==> src/rtl/logic48_pattern_det.sv <==
`default_nettype none
// ============================================================================
// Module   : logic48_pattern_det
// Purpose  : Masked pattern / inverted-pattern detector for the 48-bit logic
//            unit result, with a 2-stage output pipeline and a saturating
//            per-frame match counter framed by SOF/EOF.
// Revision : 1.0 - initial release
// ============================================================================
module logic48_pattern_det #(
  parameter int                 WIDTH   = 48,
  parameter logic [WIDTH-1:0]   PATTERN = '0,
  parameter logic [WIDTH-1:0]   MASK    = '0,
  parameter int                 CNT_W   = 16
) (
  input  logic              CLK,
  input  logic              RST,
  input  logic [WIDTH-1:0]  DIN,
  input  logic              DIN_VLD,
  input  logic              SOF,
  input  logic              EOF,
  output logic [WIDTH-1:0]  DOUT,
  output logic              DOUT_VLD,
  output logic              PATTERN_DETECT,
  output logic              PATTERNB_DETECT,
  output logic              PATTERN_DETECT_PAST,
  output logic [CNT_W-1:0]  MATCH_CNT,
  output logic              CNT_VLD,
  output logic              CNT_SAT
);

  localparam logic [CNT_W-1:0] C_CNT_MAX = '1;

  typedef enum logic [0:0] {
    ST_IDLE    = 1'b0,
    ST_INFRAME = 1'b1
  } state_t;

  // Stage 1 registers
  logic [WIDTH-1:0] r_s1_data;
  logic             r_s1_vld;
  logic             r_s1_sof;
  logic             r_s1_eof;
  logic             r_s1_eq;
  logic             r_s1_eqb;

  // Stage 2 registers
  logic [WIDTH-1:0] r_s2_data;
  logic             r_s2_vld;
  logic             r_s2_pd;
  logic             r_s2_pbd;
  logic             r_s2_pd_past;

  // Frame counting state
  state_t           r_state;
  state_t           w_state_nxt;
  logic [CNT_W-1:0] r_cnt;
  logic             r_sat;
  logic [CNT_W-1:0] r_match_cnt;
  logic             r_cnt_vld;
  logic             r_cnt_sat;

  // Combinational helpers
  logic             w_eq;
  logic             w_eqb;
  logic             w_accept;
  logic             w_frame_end;
  logic [CNT_W-1:0] w_base_cnt;
  logic             w_base_sat;
  logic [CNT_W-1:0] w_cnt_nxt;
  logic             w_sat_nxt;

  // Masked compare: a 1 in MASK removes that bit from the comparison.
  assign w_eq  = &(~(DIN ^ PATTERN)  | MASK);
  assign w_eqb = &(~(DIN ^ ~PATTERN) | MASK);

  // Stage 1: capture input word, qualifiers and compare results every cycle.
  always_ff @(posedge CLK or negedge RST) begin
    if (!RST) begin
      r_s1_data <= '0;
      r_s1_vld  <= 1'b0;
      r_s1_sof  <= 1'b0;
      r_s1_eof  <= 1'b0;
      r_s1_eq   <= 1'b0;
      r_s1_eqb  <= 1'b0;
    end else begin
      r_s1_data <= DIN;
      r_s1_vld  <= DIN_VLD;
      r_s1_sof  <= SOF;
      r_s1_eof  <= EOF;
      r_s1_eq   <= w_eq;
      r_s1_eqb  <= w_eqb;
    end
  end

  // Stage 2: data and flags advance only on valid words; bubbles hold them.
  always_ff @(posedge CLK or negedge RST) begin
    if (!RST) begin
      r_s2_data    <= '0;
      r_s2_vld     <= 1'b0;
      r_s2_pd      <= 1'b0;
      r_s2_pbd     <= 1'b0;
      r_s2_pd_past <= 1'b0;
    end else begin
      r_s2_vld <= r_s1_vld;
      if (r_s1_vld) begin
        r_s2_data    <= r_s1_data;
        r_s2_pd      <= r_s1_eq;
        r_s2_pbd     <= r_s1_eqb;
        // r_s2_pd still holds the detect of the previous valid word here.
        r_s2_pd_past <= r_s2_pd;
      end
    end
  end

  // Frame state register.
  always_ff @(posedge CLK or negedge RST) begin
    if (!RST) begin
      r_state <= ST_IDLE;
    end else begin
      r_state <= w_state_nxt;
    end
  end

  // Next-state and running count: SOF restarts the count from this word,
  // increments past the maximum stick at the max and set the sat bit.
  always_comb begin
    w_state_nxt = r_state;
    w_accept    = r_s1_vld && (r_s1_sof || (r_state == ST_INFRAME));
    w_frame_end = w_accept && r_s1_eof;
    w_base_cnt  = r_s1_sof ? '0   : r_cnt;
    w_base_sat  = r_s1_sof ? 1'b0 : r_sat;
    w_cnt_nxt   = w_base_cnt;
    w_sat_nxt   = w_base_sat;
    if (r_s1_eq) begin
      if (w_base_cnt == C_CNT_MAX) begin
        w_sat_nxt = 1'b1;
      end else begin
        w_cnt_nxt = w_base_cnt + 1'b1;
      end
    end
    if (w_accept) begin
      w_state_nxt = r_s1_eof ? ST_IDLE : ST_INFRAME;
    end
  end

  // Running counter and frame result registers; result holds between frames.
  always_ff @(posedge CLK or negedge RST) begin
    if (!RST) begin
      r_cnt       <= '0;
      r_sat       <= 1'b0;
      r_match_cnt <= '0;
      r_cnt_vld   <= 1'b0;
      r_cnt_sat   <= 1'b0;
    end else begin
      r_cnt_vld <= w_frame_end;
      if (w_accept) begin
        r_cnt <= w_cnt_nxt;
        r_sat <= w_sat_nxt;
      end
      if (w_frame_end) begin
        r_match_cnt <= w_cnt_nxt;
        r_cnt_sat   <= w_sat_nxt;
      end
    end
  end

  assign DOUT                = r_s2_data;
  assign DOUT_VLD            = r_s2_vld;
  assign PATTERN_DETECT      = r_s2_pd;
  assign PATTERNB_DETECT     = r_s2_pbd;
  assign PATTERN_DETECT_PAST = r_s2_pd_past;
  assign MATCH_CNT           = r_match_cnt;
  assign CNT_VLD             = r_cnt_vld;
  assign CNT_SAT             = r_cnt_sat;

endmodule
`default_nettype wire

==> config.mk <==
export PLATFORM = sky130hd
export DESIGN_NAME = logic48_pattern_det
export DESIGN_NICKNAME = d
export VERILOG_FILES = /design/src/rtl/logic48_pattern_det.sv
export SDC_FILE = /design/constraint.sdc
export NUM_CORES = 1
export LEC_CHECK = 0
export CORE_MARGIN = 8
export CORE_UTILIZATION = 45
export DETAILED_ROUTE_END_ITERATION = 10
export PLACE_DENSITY = 0.77
export SLEW_MARGIN = 40
export SYNTH_ARGS = -nofsm -noshare
export SYNTH_HDL_FRONTEND = slang
export SYNTH_SLANG_ARGS = --single-unit
==> constraint.sdc <==
create_clock -name CLK -period 2.37 [get_ports CLK]
set_input_delay 0.5925 -clock CLK [delete_from_list [all_inputs] [get_ports CLK]]
set_output_delay 0.5925 -clock CLK [all_outputs]
set_load 0.02 [all_outputs]
==> summary.txt, run 1 <==
Route
  – Initial DRC Count: roughly 150
  – Wire per inst: approximately 18 µm
  – Pre-Repair DR Iteration Count: 4
  – Post-detailed-routing wire length: 13500 µm
  – Mean number of vias per cell: 5.45
  – Via count: 3975
  – # DRC: 0
  – Residual antenna-violating net count after detailed routing: 0

STA
  – Setup TNS: 0 ps
  – Slew at the pin closest to its max-slew limit: 691 ps
  – Unrepaired setup endpoints after global routing: false
  – Period Utilization, post-route: 0.919
  – Crit path setup slack, layout: around 190 ps
  – Fmax: 459 MHz
  – Final-report hold violation count: 0
  – Tmin final: between 2000 and 2500 ps
  – Count of pins over their slew limit: 0
  – Setup clock skew after layout: 7.28 ps
  – Headroom to the max-slew limit: 0.539
  – Worst slack on hold paths: roughly 120 ps
  – Final setup violation count: 0

Yosys
  – Most common library cells after synthesis: 141 x sky130_fd_sc_hd__dfrtp_1, 56 x sky130_fd_sc_hd__mux2_2, 31 x sky130_fd_sc_hd__nand2_1
  – Cell type with the largest total area after synthesis: sky130_fd_sc_hd__dfrtp_1
  – Post-synthesis net count: 480
  – Proportion of synthesized chip area in sequential cells: 0.640
  – Ys async rst share: 1.00
  – Number of distinct standard cells referenced by the synthesized netlist: 48
  – Synthesized area: 0.00552 mm²
  – Top-count cell post-synth: sky130_fd_sc_hd__dfrtp_1
  – Synth top area share: 0.640
  – Mean instance size in the synthesized netlist: roughly 13 µm²
  – Synth Register Bits: 141
  – Largest cells by area after synthesis: sky130_fd_sc_hd__dfrtp_1 64%, sky130_fd_sc_hd__mux2_2 11%, sky130_fd_sc_hd__nor4_1 2.2%
  – Synth Flop Type: sky130_fd_sc_hd__dfrtp_1
  – Gate count after technology mapping: approximately 430
  – Number of flops mapped to enable cells by yosys: 0
  – Warnings from Yosys: 0

Clock network
  – Total clock buffers created by CTS: 17
  – Worst-Skew Late Latency: between 400 and 500 ps
  – Clock slew seen by the registers of the worst setup and hold paths: ~50 ps
  – Number of clock sinks seen by CTS: 141
  – CTS tree: yes
  – Clock buffer depth: 2
  – CTS HTree Levels: 4
  – Clk Tree Root Cell: sky130_fd_sc_hd__clkbuf_16
  – Post-CTS Hold Buffers: 0

Placed design
  – Pre-CTS setup slack: 80.4 ps
  – Final Wtd Congestion: around 0.85
  – Placed cell count: 698
  – Total half-perimeter wirelength after legalization and detailed placement: 9660 µm
  – Port Buf Inserts: between 100 and 150
  – Total placed instance area: 0.00703 mm²

Run status
  – Result of the run: complete, no violations

Cells and area
  – Filler Cells Inserted: 913
  – Number of antenna repair diodes: 0
  – Share of final-layout standard cells stronger than drive strength 1: 0.209
  – Non-Filler Instances: 730
  – Area growth from synthesis to layout: 38.2%
  – Non-Filler Cell Area, Final: 0.00762 mm²
  – Net count, final: roughly 630
  – Post-route core utilization: 0.635

Global route
  – Layer with the highest usage: met2
  – Via count of the first global-routing pass: 4262
  – Number of antenna violations at the first check in global routing: 0
  – Met3 track demand over resource: 0.0842
  – GRT Overall Usage: 0.172
  – Met2 Usage GRT: 0.281
  – Global-route wire length before repair: 21600 µm
  – Fraction of met1 tracks used by global routing: 0.191
  – Maximum number of pins on one net before global-route repair: 57
  – Total gr overflow: 0

Power
  – Pleak: 3.19 nW
  – Power density cells: 776 mW/mm²
  – Peak ir drop on the vdd network: approximately 460 µV
  – Post-route total power: 5.91 mW

Worst setup path
  – Crit path DAT: 2480 ps
  – Kind of start point of the critical path: flop
  – Endpoint required time on the critical path: ~2700 ps
  – Critical path capture point type: flop
  – Max Fanout on Critical Path: 7
  – Worst setup path class: reg -> reg

Floorplanning
  – Top-level I/O count: 123
  – Die Footprint: 0.0161 mm²
  – Height of the die: 127 µm
  – Std-Cell Rows: 40
  – Area of the core: 0.0120 mm²
  – Initial cell density of the core: 0.459
  – Die extent in x: around 130 µm

Hold path
  – Classification of the worst-slack hold path: in -> async

Job
  – Max-cap check violation count: 0
==> kinds of logic (layout without fill, tap and decap cells) <==
group                    after synthesis  after routing  share of synthesized area
buffers and inverters                 26            183                     0.0191
AO/OA/AOI/OAI                         59             59                     0.0762
AND/OR/NAND/NOR                      130            130                      0.127
XOR/XNOR                              10             10                     0.0159
flip-flops                           141            141                      0.640
adder cells (fa/ha/maj)                1              1                    0.00227
multiplexers                          59             59                      0.120
==> cell usage in the layout (no fill, tap or decap), types with 5 or more instances in the layout <==
master                            count
sky130_fd_sc_hd__nand2_1             31
sky130_fd_sc_hd__nand3_1              8
sky130_fd_sc_hd__nor2b_1              9
sky130_fd_sc_hd__nor3_1               9
sky130_fd_sc_hd__o21ai_0             17
sky130_fd_sc_hd__clkdlybuf4s50_1    121
sky130_fd_sc_hd__inv_1                8
sky130_fd_sc_hd__dfrtp_1            139
sky130_fd_sc_hd__nand4_1             17
sky130_fd_sc_hd__clkbuf_16           17
sky130_fd_sc_hd__nor2_1              17
sky130_fd_sc_hd__and3_1               5
sky130_fd_sc_hd__mux2_2              56
sky130_fd_sc_hd__xnor2_1              9
sky130_fd_sc_hd__a21oi_1              9
sky130_fd_sc_hd__buf_4               21
sky130_fd_sc_hd__nor4_1              18
==> flip-flops by register name, indices dropped and copies added (netlist names), 16 cells and up <==
register	cells
DOUT	48
MATCH_CNT	16
r_s1_data	48
r_cnt	16
==> layout make-up <==
class                      count  area, µm²  share of cell area
clock buffer                  21        460              0.0604
clock inverter                10        115              0.0151
inverter                       8       30.0             0.00394
multi-input combinational    259       1900               0.250
sequential                   141       3530               0.463
tap                          147        184              0.0241
timing repair buffer         144       1400               0.184
==> power by group <==
group | total (mW) | leakage [nW] | internal [mW] | switching [mW]
combinational | 0.707 | 1.19 | 0.354 | 0.353
sequential | 2.63 | 1.72 | 2.55 | 0.0773
clock | 2.57 | 0.275 | 1.60 | 0.978
total | 5.91 | 3.19 | 4.50 | 1.41
==> worst max-delay path, cell delays in order (launching register included) <==
cell,delay [ps]
sky130_fd_sc_hd__dfrtp_2,470
sky130_fd_sc_hd__buf_4,190
sky130_fd_sc_hd__nand3b_1,240
sky130_fd_sc_hd__nor4_1,490
sky130_fd_sc_hd__o2111ai_2,250
sky130_fd_sc_hd__xnor2_1,170
sky130_fd_sc_hd__mux2_2,260
==> final timing paths <==
path                                     from            end  slack (ps)  cells past startpoint
max in group asynchronous                 RST  r_s1_data[42]        1500                      2
worst max register to register       r_s1_sof  MATCH_CNT[15]         190                      6
min in group CLK                r_s1_data[41]       DOUT[41]         480                      1
worst min-delay path                      RST  MATCH_CNT[13]         120                      1
worst min register to register  r_s1_data[41]       DOUT[41]         480                      1
worst max-delay path                 r_s1_sof  MATCH_CNT[15]         190                      6
==> what timing repair did <==
action / in CTS / in global routing
buffers inserted: 0 / 1
hold endpoints to repair: 0 / 0
endpoints found under the setup margin: 0 / 5
resized for setup: 0 / 3
==> routing by layer <==
metal,routed length (µm),vias to the layer above,part of all wire
met5,0,-,0
met4,245,0,0.018
met3,1300,22,0.097
met2,6580,147,0.49
met1,5330,1956,0.40
li1,-,1850,-
Power figures use the tool's default switching activity.
==> run 2, diff against run 1 <==
--- a/config.mk
+++ b/config.mk
@@ -6,9 +6,9 @@
 export NUM_CORES = 1
 export LEC_CHECK = 0
 export CORE_MARGIN = 8
-export CORE_UTILIZATION = 45
+export CORE_UTILIZATION = 50
 export DETAILED_ROUTE_END_ITERATION = 10
-export PLACE_DENSITY = 0.77
+export PLACE_DENSITY = 0.81
 export SLEW_MARGIN = 40
 export SYNTH_ARGS = -nofsm -noshare
 export SYNTH_HDL_FRONTEND = slang
==> constraint.sdc (replaced) <==
create_clock -name CLK -period 2.6 [get_ports CLK]
set_input_delay 0.65 -clock CLK [delete_from_list [all_inputs] [get_ports CLK]]
set_output_delay 0.65 -clock CLK [all_outputs]
set_load 0.02 [all_outputs]
==> summary.txt, run 2 (synthesized netlist as in run 1, its figures left out) <==
Route
  – Mean number of vias per cell: 5.54
  – # DRC: 0
  – Post-detailed-routing wire length: 14000 µm
  – Residual antenna-violating net count after detailed routing: 0
  – Via count: approximately 4000
  – Pre-Repair DR Iteration Count: 4
  – Wire per inst: 19.4 µm
  – Initial DRC Count: 234

Floorplanning
  – Die extent in x: 121 µm
  – Initial cell density of the core: 0.511
  – Die Footprint: around 0.015 mm²
  – Top-level I/O count: 123
  – Std-Cell Rows: 38
  – Area of the core: approximately 0.011 mm²
  – Height of the die: 121 µm

Global route
  – GRT Overall Usage: 0.203
  – Number of antenna violations at the first check in global routing: 0
  – Met2 Usage GRT: 0.337
  – Fraction of met1 tracks used by global routing: 0.219
  – Global-route wire length before repair: 22800 µm
  – Via count of the first global-routing pass: 4321
  – Maximum number of pins on one net before global-route repair: 54
  – Total gr overflow: 0
  – Met3 track demand over resource: 0.104
  – Layer with the highest usage: met2

Worst setup path
  – Max Fanout on Critical Path: 10
  – Endpoint required time on the critical path: 3000 ps
  – Cells traversed along the worst timing path: nor2b_1, ha_1, and3_1, nand3_1, o211ai_1, buf_4, nor3_1, a221o_1
  – Kind of start point of the critical path: flop
  – Critical path capture point type: flop
  – Maximum single-stage delay on the critical path: 490 ps
  – Worst setup path class: reg -> reg
  – Setup slack of the most critical reg-to-reg path: ~160 ps
  – Crit path DAT: 2840 ps
  – Cell with the largest stage delay on the worst path: sky130_fd_sc_hd__dfrtp_1

Clock network
  – Total clock buffers created by CTS: 17
  – Worst-Skew Late Latency: 520 ps
  – Clock slew seen by the registers of the worst setup and hold paths: 60 ps
  – CTS HTree Levels: 4
  – Number of clock sinks seen by CTS: roughly 140
  – Clock buffer depth: 2
  – CTS tree: yes
  – Clk Tree Root Cell: sky130_fd_sc_hd__clkbuf_8
  – Post-CTS Hold Buffers: 0

Cells and area
  – Number of antenna repair diodes: 0
  – Net count, final: 621
  – Post-route core utilization: 0.702
  – Share of final-layout standard cells stronger than drive strength 1: 0.197
  – Combined area of the multi-input logic cells: 0.00188 mm²
  – Filler Cells Inserted: 740
  – Commonest non-fill, non-tap cells in the layout: 140 x sky130_fd_sc_hd__dfrtp_1, 121 x sky130_fd_sc_hd__clkdlybuf4s50_1, 56 x sky130_fd_sc_hd__mux2_2, 31 x sky130_fd_sc_hd__nand2_1, 19 x sky130_fd_sc_hd__nor4_1
  – Area growth from synthesis to layout: 37.3%
  – Most frequent standard cell in the layout excluding fill and tap cells: sky130_fd_sc_hd__dfrtp_1
  – Non-Filler Instances: 720
  – Area taken by flip-flops and latches: 0.00353 mm²

STA
  – Period Utilization, post-route: 0.937
  – Final-report hold violation count: 0
  – Unrepaired setup endpoints after global routing: false
  – Worst slack on hold paths: 55.8 ps
  – Headroom to the max-slew limit: 0.657
  – Setup TNS: 0 ps
  – Final setup violation count: 0
  – Setup clock skew after layout: 8.99 ps
  – Crit path setup slack, layout: 163 ps
  – Slew at the pin closest to its max-slew limit: 514 ps
  – Count of pins over their slew limit: 0
  – Fmax: between 400 and 500 MHz
  – Tmin final: 2440 ps

Placed design
  – Total half-perimeter wirelength after legalization and detailed placement: 9880 µm
  – Placed cell count: 687
  – Port Buf Inserts: 122
  – Pre-CTS setup slack: 176 ps
  – Final Wtd Congestion: around 0.9

Power
  – Power density cells: 713 mW/mm²
  – Peak ir drop on the vdd network: 617 µV
  – Pleak: ~3.2 nW

Run status
  – Result of the run: complete, no violations

Hold path
  – Classification of the worst-slack hold path: in -> async

Job
  – Max-cap check violation count: 0
[run 2: cell type report]
class,instances,area share
Sequential cell,141,0.466
Multi-Input combinational cell,259,0.249
Tap cell,140,0.0231
Inverter,8,0.00396
Timing Repair Buffer,140,0.181
Clock inverter,9,0.0132
Clock buffer,23,0.0643
[run 2: worst paths after layout]
| check | startpoint | endpoint | cells past startpoint |
|---|---|---|---|
| setup / recovery | r_s1_sof | r_cnt[7] | 8 |
| min in group CLK | r_s1_data[18] | DOUT[18] | 1 |
| hold reg to reg | r_s1_data[18] | DOUT[18] | 1 |
| setup reg to reg | r_s1_sof | r_cnt[7] | 8 |
| max in group asynchronous | RST | r_s1_data[20] | 2 |
| hold / removal | RST | r_cnt[6] | 1 |
[run 2: power breakdown]
group	switching, mW	total [mW]	internal [mW]
clock	0.929	2.34	1.42
combinational	0.329	0.653	0.324
sequential	0.0739	2.40	2.33
[run 2: metrics by stage]
step	instance area (µm²)	total power [mW]
final	7570	5.40
after global routing	7570	5.60
after CTS	7570	5.45
after detailed placement	6980	3.09
after global placement	6980	3.07
after floorplan	5520	2.68
[run 2: layer usage]
metal	vias up	part of all wire
met5	-	0
met4	0	0.0094
met3	9	0.10
met2	120	0.51
met1	2013	0.38
li1	1845	-
[run 2: worst max-delay path, delay by kind of cell, from the launching register on]
kind	cells	cell delay [ps]
buf+inv	1	180
simple gates	4	850
flops	1	490
compound gates	2	580
fa+ha+maj	1	210
[run 2: what timing repair did]
action                                  4_1_cts  5_1_grt
gates resized for setup                       0        0
endpoints found under the setup margin        0        4
setup buffers                                 0        1
==> run 3, diff against run 2 <==
--- a/config.mk
+++ b/config.mk
@@ -6,9 +6,11 @@
 export NUM_CORES = 1
 export LEC_CHECK = 0
 export CORE_MARGIN = 8
-export CORE_UTILIZATION = 50
+export CORE_UTILIZATION = 54
 export DETAILED_ROUTE_END_ITERATION = 10
-export PLACE_DENSITY = 0.81
+export GPL_TIMING_DRIVEN = 0
+export MAX_ROUTING_LAYER = met4
+export PLACE_DENSITY = 0.87
 export SLEW_MARGIN = 40
 export SYNTH_ARGS = -nofsm -noshare
 export SYNTH_HDL_FRONTEND = slang
==> summary.txt, run 3 (synthesized netlist as in run 1, its figures left out) <==
STA
  – Count of pins over their slew limit: 0
  – Worst slack on hold paths: 374 ps
  – Setup TNS: 0 ps
  – Final setup violation count: 0
  – Headroom to the max-slew limit: 0.467
  – Crit path setup slack, layout: 136 ps
  – Unrepaired setup endpoints after global routing: false
  – Setup clock skew after layout: ~8.5 ps
  – Tmin final: 2460 ps
  – Period Utilization, post-route: 0.948
  – Final-report hold violation count: 0
  – Slew at the pin closest to its max-slew limit: 795 ps
  – Fmax: 406 MHz

Power
  – Pleak: 3.18 nW
  – Fraction of power consumed by the clock network: 0.442
  – Flop pwr share: 0.436
  – Fraction of power spent switching nets: 0.250
  – Power density cells: 717 mW/mm²
  – Cell internal pwr: 4.13 mW
  – Post-route total power: 5.51 mW
  – Portion of total power attributed to combinational logic: 0.123
  – Switching power summed over all nets: 1.38 mW
  – Peak ir drop on the vdd network: 652 µV

Global route
  – Via count of the first global-routing pass: 4531
  – Total gr overflow: 0
  – GRT Overall Usage: 0.252
  – Number of antenna violations at the first check in global routing: 0
  – Global-route wire length before repair: 24400 µm
  – Maximum number of pins on one net before global-route repair: just over 60

Cells and area
  – Net count, final: 626
  – Filler Cells Inserted: 575
  – Post-route core utilization: 0.757
  – Non-Filler Instances: 721
  – Share of final-layout standard cells stronger than drive strength 1: 0.198
  – Area growth from synthesis to layout: 39.2%
  – Commonest non-fill, non-tap cells in the layout: 140 x sky130_fd_sc_hd__dfrtp_1, 121 x sky130_fd_sc_hd__clkdlybuf4s50_1, 56 x sky130_fd_sc_hd__mux2_2, 31 x sky130_fd_sc_hd__nand2_1
  – Non-Filler Cell Area, Final: between 0.007 and 0.008 mm²
  – Most frequent standard cell in the layout excluding fill and tap cells: sky130_fd_sc_hd__dfrtp_1
  – Number of antenna repair diodes: 0

Clock network
  – Worst-Skew Late Latency: 540 ps
  – Clock slew seen by the registers of the worst setup and hold paths: 60 ps
  – CTS HTree Levels: 4
  – Number of clock sinks seen by CTS: 141
  – CTS tree: yes
  – Clock buffer depth: 2
  – Clk Tree Root Cell: sky130_fd_sc_hd__clkbuf_8
  – Total clock buffers created by CTS: 17

Worst setup path
  – Kind of start point of the critical path: flop
  – Max Fanout on Critical Path: 10
  – Worst setup path class: reg -> reg
  – Crit path DAT: about 2900 ps
  – Endpoint required time on the critical path: 3000 ps
  – Critical path capture point type: flop

Floorplanning
  – Top-level I/O count: ~120
  – Die Footprint: roughly 0.014 mm²
  – Height of the die: around 120 µm
  – Area of the core: 0.0101 mm²
  – Std-Cell Rows: 37
  – Initial cell density of the core: 0.544
  – Die extent in x: 117 µm

Job
  – Max-cap check violation count: 0

Hold path
  – Classification of the worst-slack hold path: reg -> reg

Placed design
  – Port Buf Inserts: about 120
  – Placed cell count: 686
  – Pre-CTS setup slack: -743 ps
  – Final Wtd Congestion: 0.916
  – Total half-perimeter wirelength after legalization and detailed placement: 10100 µm
  – Total placed instance area: around 0.007 mm²

Route
  – Residual antenna-violating net count after detailed routing: 0
  – Post-detailed-routing wire length: 15500 µm
  – Via count: 4118
  – Wire per inst: about 22 µm
  – Initial DRC Count: between 300 and 400
  – # DRC: 0
  – Pre-Repair DR Iteration Count: 4
  – Mean number of vias per cell: 5.71

Run status
  – Result of the run: complete, no violations
-- run 3: cell type report --
cell class / instances / area (µm²) / area share
flip-flops and latches: 141 / 3530 / 0.460
multi-input cells: 259 / 1960 / 0.255
repair buffers: 128 / 1310 / 0.171
clock buffers: 21 / 469 / 0.0611
well taps: 136 / 170 / 0.0222
clock inverters: 11 / 131 / 0.0171
plain buffers: 17 / 80.1 / 0.0104
inverters: 8 / 30.0 / 0.00391
-- run 3: power by group through the flow --
stage	clock (mW)	combinational, mW	sequential, mW
after global placement	0	0.640	2.42
after CTS	2.45	0.686	2.40
final	2.43	0.676	2.40
after floorplan	0	0.151	2.53
after global routing	2.56	0.719	2.41
after detailed placement	0	0.666	2.43
-- run 3: worst max-delay path, stage by stage, from the launching register on --
cell and delay, ps:
sky130_fd_sc_hd__dfrtp_2 470, sky130_fd_sc_hd__clkbuf_4 220, sky130_fd_sc_hd__clkbuf_4 230, sky130_fd_sc_hd__nor2b_4 160, sky130_fd_sc_hd__ha_4 170, sky130_fd_sc_hd__and3_4 230
sky130_fd_sc_hd__nand2_1 140, sky130_fd_sc_hd__o311ai_1 440, sky130_fd_sc_hd__xnor2_1 180, sky130_fd_sc_hd__o21ai_1 80
-- run 3: metal layers --
layer | global-route usage | vias up | routed length [µm]
met4 | 0.109 | 0 | 467
met1 | 0.267 | 2072 | 5870
met5 | - | - | 0
met3 | 0.101 | 44 | 1150
met2 | 0.411 | 152 | 8040
li1 | - | 1850 | -
-- run 3: timing repair --
action / CTS / global route
gates resized for setup: 13 / 9
setup buffers: 3 / 0
hold buffers: 1 / 0
hold endpoints to repair: 26 / 0
pin swaps: 2 / 0
setup endpoints to repair: 34 / 25
-- run 3: worst paths after layout --
path                            startpoint       endpoint  slack, ps  cells after the start
max in group asynchronous              RST        DOUT[2]       1180                      4
worst max-delay path              r_s1_sof  MATCH_CNT[13]        140                      9
worst min register to register    r_s1_vld       DOUT_VLD        370                      0
worst min-delay path              r_s1_vld       DOUT_VLD        370                      0
worst max register to register    r_s1_sof  MATCH_CNT[13]        140                      9
min in group asynchronous              RST        CNT_VLD        540                      2
